File: config.mk
export PLATFORM = sky130hd
export DESIGN_NAME = writeback_stage
export DESIGN_NICKNAME = d
export VERILOG_FILES = /design/src/rtl/writeback_stage.sv
export SDC_FILE = /design/constraint.sdc
export NUM_CORES = 1
export LEC_CHECK = 0
export CAP_MARGIN = 0
export CELL_PAD_IN_SITES_DETAIL_PLACEMENT = 0
export CELL_PAD_IN_SITES_GLOBAL_PLACEMENT = 2
export CORE_ASPECT_RATIO = 0.8
export CORE_UTILIZATION = 24
export DETAILED_ROUTE_END_ITERATION = 6
export PLACE_DENSITY_LB_ADDON = 0.1
export SETUP_SLACK_MARGIN = 0.05
export SYNTH_ARGS = -nofsm -noshare
export SYNTH_HDL_FRONTEND = slang
export SYNTH_SLANG_ARGS = --single-unit
File: constraint.sdc
create_clock -name clk -period 3.3 [get_ports clk]
set_clock_uncertainty 0.2 [all_clocks]
set_input_delay 0.66 -clock clk [delete_from_list [all_inputs] [get_ports clk]]
set_output_delay 0.66 -clock clk [all_outputs]
set_load 0.03 [all_outputs]
File: src/rtl/writeback_stage.sv
// Writeback stage: retires ALU/PC+4 results immediately, waits on the data memory for loads.
// Optional retire counter enabled by defining WB_RETIRE_COUNT_EN.
module writeback_stage #(
    parameter int unsigned LOAD_TIMEOUT = 255
) (
    input  logic        clk,
    input  logic        rst,
    input  logic        in_valid,
    output logic        in_ready,
    input  logic [4:0]  in_rd,
    input  logic        in_reg_write,
    input  logic [1:0]  in_wb_sel,
    input  logic [31:0] in_alu_result,
    input  logic [31:0] in_pc,
    input  logic [2:0]  in_funct3,
    input  logic        dmem_rvalid,
    input  logic [31:0] dmem_rdata,
    output logic        rf_write_en,
    output logic [4:0]  rf_rd,
    output logic [31:0] rf_write_data,
    output logic        busy,
    output logic        load_timeout,
    output logic [31:0] retire_count
);

    localparam logic [31:0] TIMEOUT = 32'(LOAD_TIMEOUT);

    typedef enum logic {
        IDLE,
        WAIT_LOAD
    } state_t;

    state_t      state;
    logic [4:0]  ld_rd;
    logic        ld_reg_write;
    logic [2:0]  ld_funct3;
    logic [1:0]  ld_addr;
    logic [31:0] wait_cnt;

    logic        accept;
    logic        load_expired;
    logic        direct_we;
    logic [31:0] direct_data;
    logic [7:0]  ld_byte;
    logic [15:0] ld_half;
    logic [31:0] load_data;

    assign in_ready = (state == IDLE);
    assign busy     = (state == WAIT_LOAD);
    assign accept   = in_valid && in_ready;
    assign direct_we = in_reg_write && (in_rd != 5'd0);

    // Timeout fires on the cycle the count would reach LOAD_TIMEOUT; rvalid in that cycle wins.
    assign load_expired = (TIMEOUT != 32'd0) && ((wait_cnt + 32'd1) == TIMEOUT);

    always_comb begin
        direct_data = (in_wb_sel == 2'd2) ? (in_pc + 32'd4) : in_alu_result;
    end

    always_comb begin
        ld_byte = dmem_rdata[7:0];
        case (ld_addr)
            2'd0: ld_byte = dmem_rdata[7:0];
            2'd1: ld_byte = dmem_rdata[15:8];
            2'd2: ld_byte = dmem_rdata[23:16];
            2'd3: ld_byte = dmem_rdata[31:24];
            default: ld_byte = dmem_rdata[7:0];
        endcase
        ld_half = ld_addr[1] ? dmem_rdata[31:16] : dmem_rdata[15:0];
        case (ld_funct3)
            3'b000:  load_data = {{24{ld_byte[7]}}, ld_byte};
            3'b100:  load_data = {24'd0, ld_byte};
            3'b001:  load_data = {{16{ld_half[15]}}, ld_half};
            3'b101:  load_data = {16'd0, ld_half};
            default: load_data = dmem_rdata;
        endcase
    end

    always_ff @(posedge clk or negedge rst) begin
        if (!rst) begin
            state         <= IDLE;
            wait_cnt      <= '0;
            ld_rd         <= '0;
            ld_reg_write  <= 1'b0;
            ld_funct3     <= '0;
            ld_addr       <= '0;
            rf_write_en   <= 1'b0;
            rf_rd         <= '0;
            rf_write_data <= '0;
            load_timeout  <= 1'b0;
        end else begin
            rf_write_en <= 1'b0;
            case (state)
                IDLE: begin
                    if (accept) begin
                        if (in_wb_sel == 2'd1) begin
                            state        <= WAIT_LOAD;
                            wait_cnt     <= '0;
                            ld_rd        <= in_rd;
                            ld_reg_write <= in_reg_write;
                            ld_funct3    <= in_funct3;
                            ld_addr      <= in_alu_result[1:0];
                        end else begin
                            rf_write_en <= direct_we;
                            if (direct_we) begin
                                rf_rd         <= in_rd;
                                rf_write_data <= direct_data;
                            end
                        end
                    end
                end
                WAIT_LOAD: begin
                    if (dmem_rvalid) begin
                        state       <= IDLE;
                        rf_write_en <= ld_reg_write && (ld_rd != 5'd0);
                        if (ld_reg_write && (ld_rd != 5'd0)) begin
                            rf_rd         <= ld_rd;
                            rf_write_data <= load_data;
                        end
                    end else if (load_expired) begin
                        state        <= IDLE;
                        load_timeout <= 1'b1;
                    end else begin
                        wait_cnt <= wait_cnt + 32'd1;
                    end
                end
                default: state <= IDLE;
            endcase
        end
    end

`ifdef WB_RETIRE_COUNT_EN
    logic        complete;
    logic [31:0] retire_q;

    // Counted on the edge that launches the write pulse, so the count is visible during the pulse.
    assign complete = (accept && (in_wb_sel != 2'd1)) || ((state == WAIT_LOAD) && dmem_rvalid);

    always_ff @(posedge clk or negedge rst) begin
        if (!rst) begin
            retire_q <= '0;
        end else if (complete) begin
            retire_q <= retire_q + 32'd1;
        end
    end

    assign retire_count = retire_q;
`else
    assign retire_count = '0;
`endif

endmodule

==> flow_summary.json, run 1 <==
{
  "outcome": "completed",
  "die_area_um2": 26800,
  "fin_crit_ps": 3200,
  "grt_start_max_net_pins": 48,
  "p_leak_nw": 3.59,
  "cpMostUsedCell": "buf_4",
  "worst_pin_slew_ps": 874,
  "powerDensity_nw_per_um2": 532,
  "fmax_ghz": 0.312,
  "num_vias": 6728,
  "die_w_um": 183,
  "slew_headroom_pct": 41.1,
  "start_util_pct": 24.6,
  "grt_usage_pct": 19.9,
  "rows": 52,
  "synth_async_sr_flop_share_pct": 100,
  "ir_drop_mv": 0.320,
  "cts_tree": "built",
  "drv_slew": 0,
  "cp_slowest_cell": "or4_1",
  "layout-drive-gt1-share_pct": 14.5,
  "diodes": 0,
  "critPathKind": "flip-flop to flip-flop",
  "netlist_area_um2": 6290,
  "path_cells": "ha_2, nand4_1, nor4_1, buf_4, mux2_4, o21ai_4, o211ai_1, or4_1, nor2_1, buf_4, o21ai_1",
  "place_congestion": 0.857,
  "hold_viol": 0,
  "rr_startpoint": "wait_cnt[0]$_DFFE_PN0P_",
  "grt.overflow.total": 0,
  "max_stage_delay_ps": 550,
  "fin_nets": 1103,
  "grt_pass1_wl_mm": 40.0,
  "dpl.hpwl_mm": 20.8,
  "hp-class": "input pin to asynchronous set/reset pin",
  "fillers": 2693,
  "coreArea_um2": 25500,
  "startpoint": "wait_cnt[0]$_DFFE_PN0P_",
  "ff2ff_path_depth": 11,
  "final-setup-viol-count": 0,
  "clk_pin_slew_ps": 70,
  "critPathRequiredTime_ps": 3330,
  "vias_per_cell": 5.00,
  "antenna_found_initial": 0,
  "portBuffers": 151,
  "numCtsBuffers": 9,
  "syn_inst": 801,
  "synth-edff-count": 0,
  "maxCapViolCount": 0,
  "ctsHtreeMaxLevel": 3,
  "grt_busiest_layer": "met1",
  "cts_sinks": 83,
  "grtUsageMet3_pct": 3.52,
  "synth-seq-area-share_pct": 33.0,
  "die_h_um": 147,
  "wl_per_cell_um": 19.6,
  "cp_max_fo": 4,
  "power_mw": 4.75,
  "critPathLaunchType": "flip-flop",
  "drt-initial-drc-count": 486,
  "most-common-layout-cells": "150 x clkdlybuf4s50_1, 120 x nand2_1, 85 x buf_4",
  "crit_path_end_kind": "flip-flop",
  "syn_avg_cell_area_um2": 7.85,
  "met1_usage_pct": 31.0,
  "ys_warn_count": 0,
  "synth_top_flop_cell": "dfrtp_1",
  "ys_seq_elements": 83,
  "syn2layout_area_growth_pct": 42.2,
  "worstPathArrival_ps": 3230,
  "drc": 0,
  "root_buffer": "clkbuf_16",
  "rsz0062_at_grt": "yes",
  "max-clock-path-buffers": 2,
  "grt_pass1_vias": 6452,
  "clock_latency_ps": 350,
  "place_inst": 1323,
  "first_pass_iters": 5,
  "synthDistinctLibCells": 68,
  "layout_commonest_cell": "clkdlybuf4s50_1",
  "final_cells": 1345,
  "use_met2_pct": 28.1,
  "wl_mm": 26.3,
  "ios": 184,
  "fin_crit_sh_pct": 97.1,
  "ant_nets": 0
}
==> worst paths after layout <==
| kind | end | slack [ps] |
|---|---|---|
| worst max-delay path | wait_cnt[2]$_DFFE_PN0P_ | 100 |
| worst min-delay path | rf_write_data[2]$_DFFE_PN0P_ | 130 |
| worst max register to register | wait_cnt[2]$_DFFE_PN0P_ | 100 |
| worst min register to register | load_timeout$_DFFE_PN0P_ | 270 |
| max in group asynchronous | wait_cnt[19]$_DFFE_PN0P_ | 2090 |
| min in group clk | load_timeout$_DFFE_PN0P_ | 270 |
==> where the power goes <==
group          internal, mW  switching, mW  total [mW]
sequential             1.26          0.233        1.49
combinational         0.818           1.14        1.96
clock                 0.839          0.466        1.31
total                  2.92           1.84        4.75
==> sequential cells by signal, indices dropped and copies added, names as in the netlist <==
name,count
ld_addr,2
wait_cnt,32
ld_reg_write,1
ld_funct3,3
rf_rd,5
rf_write_data,32
busy,1
ld_rd,5
load_timeout,1
rf_write_en,1
==> cells in the mapped netlist (10+ instances only) <==
cell | instances | area share (%)
nand2_1 | 120 | 7.2
dfrtp_1 | 83 | 33
nor2_1 | 61 | 3.6
nand3_1 | 58 | 4.6
a21oi_1 | 45 | 3.6
clkbuf_1 | 43 | 2.6
o21ai_0 | 39 | 3.1
buf_4 | 37 | 4.4
nor3_1 | 29 | 2.3
o31ai_1 | 25 | 3.0
a211oi_1 | 23 | 2.7
xor2_1 | 18 | 2.5
mux2i_1 | 16 | 2.5
and3_1 | 15 | 1.5
xnor2_1 | 13 | 1.8
a31oi_1 | 12 | 1.2
inv_1 | 11 | 0.66
nand4_1 | 11 | 1.1
o22ai_1 | 11 | 1.1
nand2b_1 | 10 | 1.0
nor4_1 | 10 | 1.0
==> per-stage QoR <==
step	setup TNS (ps)	setup WS, ps	util (%)	area (um^2)	hold slack [ps]
6_report	0	96.7	35.0	8940	126
5_1_grt	0	16.1	35.0	8940	176
4_1_cts	0	57.6	34.8	8870	143
3_5_place_dp	-33.4	-33.4	33.2	8470	255
3_3_place_gp	-238	-131	33.2	8470	247
2_1_floorplan	0	129	-	6400	164
==> area by class of cell <==
type / instances / area, um^2 / share of cell area (%)
Clock buffer: 10 / 239 / 2.67
Clock inverter: 6 / 136 / 1.53
Inverter: 14 / 52.6 / 0.588
Multi-Input combinational cell: 643 / 3800 / 42.5
Sequential cell: 83 / 2080 / 23.3
Tap cell: 351 / 439 / 4.91
Timing Repair Buffer: 238 / 2190 / 24.5
==> critical path, delay by kind of cell (launching register included) <==
family / cells / cell delay (ps)
AND/OR/NAND/NOR: 4 / 1130
AO/OA/AOI/OAI: 3 / 490
flip-flops: 1 / 420
buffers and inverters: 2 / 320
multiplexers: 1 / 310
adder cells (fa/ha/maj): 1 / 210
==> logic make-up after synthesis <==
logic type	after synthesis	share of synthesized area (%)
xor gates and xnor gates	31	4.32
and+or+nand+nor	351	27.1
muxes	23	3.98
AOI/OAI and AO/OA	203	21.8
adders and majority gates	3	0.597
other	1	0.0597
buffers and inverters	106	9.10
DFF	83	33.0
==> layer usage <==
metal	vias up	part of all wire, %
met4	0	0.89
met1	3264	53
met5	-	0
met2	217	41
li1	3232	-
met3	15	5.1
==> timing repair <==
| item | in CTS | in global routing |
|---|---|---|
| setup endpoints to repair | 5 | 13 |
| resized for setup | 2 | 10 |
| hold buffers | 0 | 0 |
| pin swaps | 1 | 6 |
| setup buffers | 2 | 4 |
Note: power is estimated with default switching activity, not from simulation.
==> inputs of run 2 (changes only) <==
Settings changed: ABC_AREA set to 1, CORE_UTILIZATION 24 to 23, PLACE_DENSITY set to 0.85, PLACE_DENSITY_LB_ADDON 0.1 to unset.
==> run 2 against run 1 <==
  * Critical path depth is 9 lower
  * Non-clock buffer count shrank 65
  * Highest routed layer unchanged
  * Combinational power is 32% lower
  * Critical path type is now flip-flop to output port
  * Total power decreased by 20%
==> flow_summary.json, run 2 <==
{
  "synth-edff-count": 0,
  "syn_inst": 985,
  "synth-adder-area-share_pct": 0.581,
  "ff2ff_path_depth": 15,
  "netlist_area_um2": 6460,
  "start_util_pct": 23.6,
  "synth_top_cell_by_area": "dfrtp_1",
  "critPathKind": "flip-flop to output port",
  "cts_sinks": 83,
  "dpl.hpwl_mm": 19.4,
  "synth_xor_xnor_area_share_pct": 3.39,
  "whs_ps": 147,
  "fin_nets": 1237,
  "drt-initial-drc-count": 489,
  "critPathTopFamily": "buffers and inverters",
  "reg2reg_to": "wait_cnt[12]$_DFFE_PN0P_",
  "ant_nets": 0,
  "path_cells": "inv_1, clkdlybuf4s50_1",
  "synth_async_sr_flop_share_pct": 100,
  "rows": 54,
  "powerDensity_nw_per_um2": 439,
  "post-synth-top-count-cell": "nand2_1",
  "wl_per_cell_um": 16.8,
  "grt_usage_pct": 17.7,
  "cp_max_fo": 12,
  "stdcell_area_um2": 8610,
  "p_leak_nw": 3.87,
  "max_stage_delay_ps": 770,
  "multi_input_area_um2": 3760,
  "max-clock-path-buffers": 2,
  "place_inst": 1476,
  "wl_met3_mm": 1.36,
  "fillers": 3044,
  "die_area_um2": 28800,
  "ctsResizeCount": 0,
  "antenna_found_initial": 3,
  "netlist_top_cells_count": "298 x nand2_1, 99 x nor2_1, 83 x dfrtp_1",
  "hold_viol": 0,
  "synth_top_flop_cell": "dfrtp_1",
  "synth_compound_area_share_pct": 14.1,
  "crit_path_end_kind": "output port",
  "regArea_um2": 2080,
  "die_h_um": 152,
  "layout-drive-gt1-share_pct": 5.85,
  "ctsHtreeMaxLevel": 3,
  "clock_latency_ps": 350,
  "synth_top_area_share_pct": 32.1,
  "fmax_ghz": 0.351,
  "grt_pass1_wl_mm": 39.2,
  "numCtsBuffers": 9,
  "top_layer": "met4",
  "reg_top3": "rf_write_data: 32 flops, wait_cnt: 32 flops",
  "syn_avg_cell_area_um2": 6.56,
  "worstPathArrival_ps": 1990,
  "die_w_um": 189,
  "worst_pin_slew_ps": 781,
  "grt_pass1_vias": 6563,
  "fin_crit_ps": 2850,
  "synth_top_family_by_area": "simple AND/OR/NAND/NOR gates",
  "regToRegSetupSlack_ps": 520,
  "most-common-layout-cells": "298 x nand2_1, 150 x clkdlybuf4s50_1, 99 x nor2_1",
  "grt.overflow.total": 0,
  "syn2layout_area_growth_pct": 33.3,
  "crit_buf_inv": 2,
  "ys_seq_elements": 83,
  "layout_commonest_cell": "nand2_1",
  "slew_headroom_pct": 47.9,
  "clk_pin_slew_ps": 70,
  "outcome": "completed",
  "ctsHoldBuffers": 0,
  "tns_ps": 0,
  "placedInstanceArea_um2": 8280,
  "ios": 184,
  "drc": 0,
  "critPathRequiredTime_ps": 2440,
  "hp-class": "input pin to asynchronous set/reset pin",
  "synthDistinctLibCells": 39,
  "vias_per_cell": 4.58,
  "synth-seq-area-share_pct": 32.1,
  "final_cells": 1495,
  "cp_slowest_cell": "clkdlybuf4s50_1",
  "ir_drop_mv": 0.221,
  "root_buffer": "clkbuf_16",
  "rr_startpoint": "wait_cnt[1]$_DFFE_PN0P_",
  "drv_slew": 0,
  "fin_crit_sh_pct": 86.4,
  "cts_setup_buffers": 0,
  "coreArea_um2": 27400,
  "synth-simple-area-share_pct": 37.9,
  "cts_tree": "built",
  "critPathLaunchType": "flip-flop",
  "rsz0062_at_grt": "no",
  "num_vias": 6844,
  "synth.area.mux_share_pct": 0.174,
  "wl_mm": 25.1,
  "place_congestion": 0.877,
  "ys_warn_count": 0,
  "synth_area_leaders": "dfrtp_1 32%, nand2_1 17%, nor2_1 5.8%, nand3_1 5.2%, o21ai_0 4.9%",
  "wl_met2_mm": 10.5,
  "maxCapViolCount": 0,
  "portBuffers": 151,
  "wl_met1_mm": 12.7,
  "final-setup-viol-count": 0,
  "grt_start_max_net_pins": 70,
  "first_pass_iters": 5
}
## run 2: power breakdown
part	total [mW]	leakage [nW]	switching, mW	internal, mW
Sequential	1.30	1.06	0.124	1.18
Combinational	1.34	2.65	0.814	0.528
Clock	1.14	0.160	0.468	0.669
## run 2: worst max-delay path by stage
stage                                  from                             to  slack, ps  cells past startpoint
CTS                          busy$_DFF_PN0_                       in_ready        410                      2
global route        wait_cnt[1]$_DFFE_PN0P_       wait_cnt[28]$_DFFE_PN0P_        230                     15
finish                       busy$_DFF_PN0_                       in_ready        450                      2
detailed placement                 in_pc[2]  rf_write_data[31]$_DFFE_PN0P_        210                     13
floorplan                          in_pc[2]  rf_write_data[28]$_DFFE_PN0P_        960                     12
global placement                   in_pc[2]  rf_write_data[31]$_DFFE_PN0P_        210                     13
## run 2: worst reg2reg max path, stage by stage, from the launching register on
cell and delay [ps]:
dfrtp_1 430, ha_1 230, nand2_2 100, nor2_4 170
nand2_2 100, nor2_4 230, nand2_1 80, nand2_1 60
nand2_1 60, nor2_1 100, nand2_1 120, nor2_1 150
nand3_2 120, nand2_4 330, nand3_1 160, nand2_1 80
## run 2: final cells by class
| cell class | count | area share (%) |
|---|---|---|
| Inverter | 83 | 3.62 |
| Sequential cell | 83 | 24.1 |
| Clock buffer | 9 | 2.62 |
| Antenna cell | 3 | 0.0872 |
| Clock inverter | 7 | 1.16 |
| Multi-Input combinational cell | 773 | 43.7 |
| Tap cell | 364 | 5.29 |
| Timing Repair Buffer | 173 | 19.4 |
## run 2: cells by family (layout without fill, tap and decap cells)
group / Yosys count / in the layout
xor+xnor: 25 / 25
compound gates: 157 / 157
flops: 83 / 83
buf+inv: 160 / 272
simple gates: 555 / 555
mux: 1 / 1
fa+ha+maj: 3 / 3
other cells: 1 / 35
## run 2: per-stage QoR
stage	util, %	worst slack (ps)	total power [mW]
floorplan	-	964	2.05
global placement	30.2	206	2.66
detailed placement	30.2	215	2.66
CTS	31.4	405	3.82
global route	31.4	234	3.99
finish	31.4	449	3.78
## run 2: routing by layer
metal / GRT usage, % / vias to the layer above
met5: 0 / -
met4: 5.11 / 0
met3: 2.77 / 26
met2: 25.8 / 206
met1: 26.6 / 3139
li1: - / 3473
==> variant 1 (settings of run 1) <==
The option `WB_RETIRE_COUNT_EN` is turned on by a define.
--- a/src/rtl/writeback_stage.sv
+++ b/src/rtl/writeback_stage.sv
@@ -1,5 +1,7 @@
 // Writeback stage: retires ALU/PC+4 results immediately, waits on the data memory for loads.
 // Optional retire counter enabled by defining WB_RETIRE_COUNT_EN.
+`define WB_RETIRE_COUNT_EN
+
 module writeback_stage #(
     parameter int unsigned LOAD_TIMEOUT = 255
 ) (
Behaviour: not the same (Yosys sat finds a counterexample within 4 cycles, from zero or initial values and one cycle with rst low).
==> variant 1 against run 1 <==
- synthesized area rose by 22%
- sequential cell count rose by 32
- routed wire length rose by 17%
- setup slack improved by 0.085 ns
- utilization rose by 0.82 points
- die area rose by 22%
- largest cell class unchanged
- worst hold slack got worse by 0.091 ns
- largest power group unchanged
- synthesized cell count rose by 15%
- total power rose by 27%
- final area rose by 26%
==> variant 1: results (changes against run 1) <==
Status:
- The flow ran to the end, and the final reports show no timing, DRC or antenna violations.

Clock network:
- The post-CTS resize count was 1 (-1).
- The number of H-tree levels is 4 (+1).

Power and ir drop:
- The worst supply voltage drop on vdd is 0.000366 V (+15%).
- The reported leakage power is 4.59 nW (+28%).
- The internal cell power came to 3.79 mW (+30%).

Placement:
- The post-DP HPWL is 23700 µm (+14%).
- The placed instance count was 1564 (+18%).
- The area after detailed placement is 10600 µm² (+25%).
- The post-place setup slack is -0.136 ns (-0.102 ns).
- The number of input and output port buffers inserted is 183 (+21%).

Cells and area:
- The non-filler instance count after layout is 1597 (+19%).
- The final-stage net count is 1279 (+16%).
- The share of post-route cells with drive strength above 1 came to 16.6% (+2.1 points).

Logic synthesis:
- Counting instances in the post-synthesis netlist gives the leading cell types as 157 x sky130_fd_sc_hd__nand2_1, 115 x sky130_fd_sc_hd__dfrtp_1, 60 x sky130_fd_sc_hd__nand3_1, 60 x sky130_fd_sc_hd__nor2_1, 51 x sky130_fd_sc_hd__clkbuf_1.
- The sequential fraction of the synthesis area came to 37.5% (+4.5 points).
- Sorting the synthesized cells by area gives the leading types as sky130_fd_sc_hd__dfrtp_1 38%, sky130_fd_sc_hd__nand2_1 7.7%, sky130_fd_sc_hd__xnor2_1 4.9%.
- The synthesized-area fraction occupied by ao, oa, aoi and oai cells is 18.7% (-3.2 points).
- The fraction of the mapped netlist area in adder cells was 0.652% (+0.055 points).
- The mux contribution to synthesized area was 2.84% (-1.1 points).
- The number of standard cells after synthesis is 921 (+15%).
- The number of unique standard cell types used by synthesis was 80 (+18%).
- The post-synthesis share of cell area spent on xor and xnor gates is 6.96% (+2.6 points).

Critical path:
- The capturing instance or port of the critical path is wait_cnt[0].
- The number of cells on the worst reg-to-reg path is 9 (-2).
- The maximum fanout encountered on the critical timing path is 5 (+1).
- The beginning of the worst register-to-register path is wait_cnt[1].

Detailed routing:
- The DRC violation total after the first TritonRoute iteration is 488 (+0.41%).
- The average routed wire per standard cell is 19.3 µm (-1.5%).
- The number of iterations in the first detailed-routing pass is 6 (+1).
- The count of vias placed by the detailed router is 7745 (+15%).

Global routing:
- The initial antenna violation count is 1 (+1).
- The met3 track demand over resource is 3.59% (+0.071 points).

Floorplanning:
- The die extent in x is 202 µm (+10%).

STA:
- The normalized max-slew margin came to 20.0% (-21 points).
variant 1: cell count changes after synthesis, moves of 8 or more:
cell / delta
sky130_fd_sc_hd__nand4_1: +13
sky130_fd_sc_hd__a211oi_1: -10
sky130_fd_sc_hd__nor3_1: -9
sky130_fd_sc_hd__a31oi_1: +13
sky130_fd_sc_hd__nand2_1: +37
sky130_fd_sc_hd__clkbuf_1: +8
sky130_fd_sc_hd__dfrtp_1: +32
sky130_fd_sc_hd__xnor2_1: +30
sky130_fd_sc_hd__and3_1: +13
sky130_fd_sc_hd__buf_4: -31
variant 1: power by group through the flow:
stage | Combinational, mW | Sequential, mW | Clock (mW)
2_1_floorplan | 0.857 | 2.25 | 0
3_3_place_gp | 2.15 | 1.99 | 0
3_5_place_dp | 2.16 | 1.98 | 0
4_1_cts | 2.17 | 1.96 | 2.00
5_1_grt | 2.33 | 2.01 | 2.05
6_report | 2.16 | 1.96 | 1.93
variant 1: critical path: stages (launching register included):
cell	delay [ns]
sky130_fd_sc_hd__dfrtp_1	0.36
sky130_fd_sc_hd__ha_2	0.21
sky130_fd_sc_hd__nand3_4	0.09
sky130_fd_sc_hd__buf_4	0.16
sky130_fd_sc_hd__nor4_4	0.29
sky130_fd_sc_hd__nand2_1	0.10
sky130_fd_sc_hd__o41a_1	0.38
sky130_fd_sc_hd__or4b_4	0.62
sky130_fd_sc_hd__o31a_1	0.35
sky130_fd_sc_hd__o31ai_1	0.25
variant 1: routing by layer:
metal	up-vias	part of all wire [%]
li1	3863	-
met1	3671	56
met4	2	0.95
met5	-	0.042
met3	16	4.3
met2	193	39
variant 1: area by class of cell:
type	count	area, µm²
clock buffer	19	453
clock inverter	13	148
fill	3289	20200
inverter	14	52.6
multi-input combinational	725	4510
sequential	115	2880
tap	420	526
timing repair buffer	291	2700
==> variant 2 (settings of run 1) <==
Without the edit above. Register the output `load_timeout` once more, cleared by the reset; this adds one clock of latency there. The other outputs are not delayed to match.
--- a/src/rtl/writeback_stage.sv
+++ b/src/rtl/writeback_stage.sv
@@ -29,6 +29,8 @@
         IDLE,
         WAIT_LOAD
     } state_t;
+
+    logic load_timeout_s0;
 
     state_t      state;
     logic [4:0]  ld_rd;
@@ -87,7 +89,7 @@
             rf_write_en   <= 1'b0;
             rf_rd         <= '0;
             rf_write_data <= '0;
-            load_timeout  <= 1'b0;
+            load_timeout_s0 <= 1'b0;
         end else begin
             rf_write_en <= 1'b0;
             case (state)
@@ -119,7 +121,7 @@
                         end
                     end else if (load_expired) begin
                         state        <= IDLE;
-                        load_timeout <= 1'b1;
+                        load_timeout_s0 <= 1'b1;
                     end else begin
                         wait_cnt <= wait_cnt + 32'd1;
                     end
@@ -149,5 +151,13 @@
     assign retire_count = '0;
 `endif
 
+    always_ff @(posedge clk or negedge rst) begin
+        if (!rst) begin
+            load_timeout <= '0;
+        end else begin
+            load_timeout <= load_timeout_s0;
+        end
+    end
+
 endmodule
 
Check against the original RTL: same outputs for any inputs over 4 cycles, from zero or initial values and one cycle with rst low; that may be too few to reach the edited logic, so the function may still have changed.
==> variant 2 against run 1 <==
- first-iteration DRC count is 4.7% higher
- setup slack better by 0.062 ns
- global-route usage increased by 0.21 points
- die area up 0.39%
- final area is 0.90% higher
- total power is 1.5% lower
- utilization is 0.22 points higher
- sequential cell count up 1
- synthesized area increased by 0.40%
- routed wire length is 0.72% higher
- largest power group unchanged
==> variant 2: results (changes against run 1) <==
Logic synthesis:
- The number of unique standard cell types used by synthesis is 68 (unchanged).
- By area the synthesized netlist is led by sky130_fd_sc_hd__dfrtp_1 33%, sky130_fd_sc_hd__nand2_1 7.1%, sky130_fd_sc_hd__nand3_1 4.6%.
- The sequential fraction of the synthesis area is 33.3% (+0.27 points).
- The synthesized-area fraction occupied by ao, oa, aoi and oai cells is 21.7% (-0.087 points).
- The post-synthesis share of cell area spent on xor and xnor gates came to 4.30% (-0.017 points).
- The commonest cells after synthesis are 120 x sky130_fd_sc_hd__nand2_1, 84 x sky130_fd_sc_hd__dfrtp_1, 61 x sky130_fd_sc_hd__nor2_1.
- In the post-synthesis netlist, the cell with the most instances is sky130_fd_sc_hd__nand2_1.
- The mux contribution to synthesized area came to 3.97% (-0.016 points).
- The share of flip-flops with an asynchronous set or reset is 100% (unchanged).
- The fraction of the mapped netlist area in adder cells is 0.595% (-0.0024 points).

Critical path:
- The flop-to-flop setup slack is 0.16 ns (+0.06 ns).
- The maximum fanout encountered on the critical timing path is 3 (-1).
- The data arrival time at the worst-slack endpoint was 3.17 ns (-0.06 ns).
- The endpoint of the worst register-to-register path is wait_cnt[2].
- The startpoint identified for the worst register-to-register timing path is wait_cnt[1].

Clock network:
- The number of H-tree levels is 3 (unchanged).
- The number of buffers inserted by post-CTS setup repair came to 3 (+1).
- The post-CTS resize count was 2 (unchanged).
- The clock slew seen by the registers of the worst setup and hold paths was 0.07 ns (about the same).
- In this run the clock root is driven by a sky130_fd_sc_hd__clkbuf_16.
- The clock network latency to the later pin of the worst-skew pair is 0.36 ns.

Placement:
- The final weighted congestion in routability-driven placement is 0.845 (-1.4%).
- The post-DP HPWL is 20600 µm (-1.1%).
- The area after detailed placement is 8560 µm² (+1.0%).
- The number of input and output port buffers inserted is 151 (unchanged).

Cells and area:
- The share of post-route cells with drive strength above 1 was 15.6% (+1.1 points).
- The number of antenna cells inserted is 0 (unchanged).
- The final-stage net count was 1116 (+1.2%).

Detailed routing:
- The DRC violation total after the first TritonRoute iteration is 509 (+4.7%).
- The count of vias placed by the detailed router is 6751 (+0.34%).
- In this run the top signal layer used is met4.
- The met1 wire length is 13800 µm (-0.82%).
- The met3 layer wire length in the routed design is 1310 µm (-3.3%).
- The routed wire length came to 26500 µm (+0.72%).
- The amount of wire on met2 after detailed routing is 11300 µm (+3.9%).
- The post-detailed-route count of antenna-violating nets is 0 (unchanged).

STA:
- The normalized max-slew margin is 41.4% (+0.34 points).
- The final setup violation count is 0 (unchanged).

Global routing:
- The met3 track demand over resource is 3.40% (-0.12 points).
- The largest net degree at the start of global routing came to 55 (+15%).
- The number of global-route vias before repair was 6571 (+1.8%).
- The global-route wire length before repair is 40500 µm (+1.2%).
- The met2 usage in global routing is 29.6% (+1.5 points).
- The total global routing track utilization is 20.1% (+0.21 points).
- The routing usage on met1 was 30.6% (-0.39 points).

Power and ir drop:
- The worst supply voltage drop on vdd is 0.000241 V (-24%).
- The reported leakage power came to 3.64 nW (+1.4%).

Status:
- The run finished with clean final reports.
-- variant 2: cell types whose count changed after synthesis, sizes merged --
cell / delta
dfrtp: +1
-- variant 2: final cells by class --
class | count | area [µm²] | share of cell area, %
multi-input combinational | 643 | 3800 | 42.2
timing repair buffer | 250 | 2280 | 25.2
sequential | 84 | 2100 | 23.3
tap | 351 | 439 | 4.87
clock buffer | 10 | 229 | 2.54
clock inverter | 6 | 113 | 1.25
inverter | 14 | 52.6 | 0.583
-- variant 2: per-stage QoR --
step | hold slack, ns | std cells | worst slack (ns) | total power [mW]
floorplan | 0.155 | 833 | 0.129 | 2.57
global placement | 0.169 | 1334 | -0.0796 | 3.44
detailed placement | 0.189 | 1334 | -0.133 | 3.44
CTS | 0.203 | 1353 | 0.0847 | 4.69
global route | 0.226 | 1358 | 0.0328 | 4.96
finish | 0.169 | 1358 | 0.158 | 4.68
-- variant 2: power breakdown --
group	leakage, nW	internal (mW)	switching, mW
registers	1.07	1.27	0.234
logic	2.41	0.830	1.13
clock network	0.155	0.741	0.471
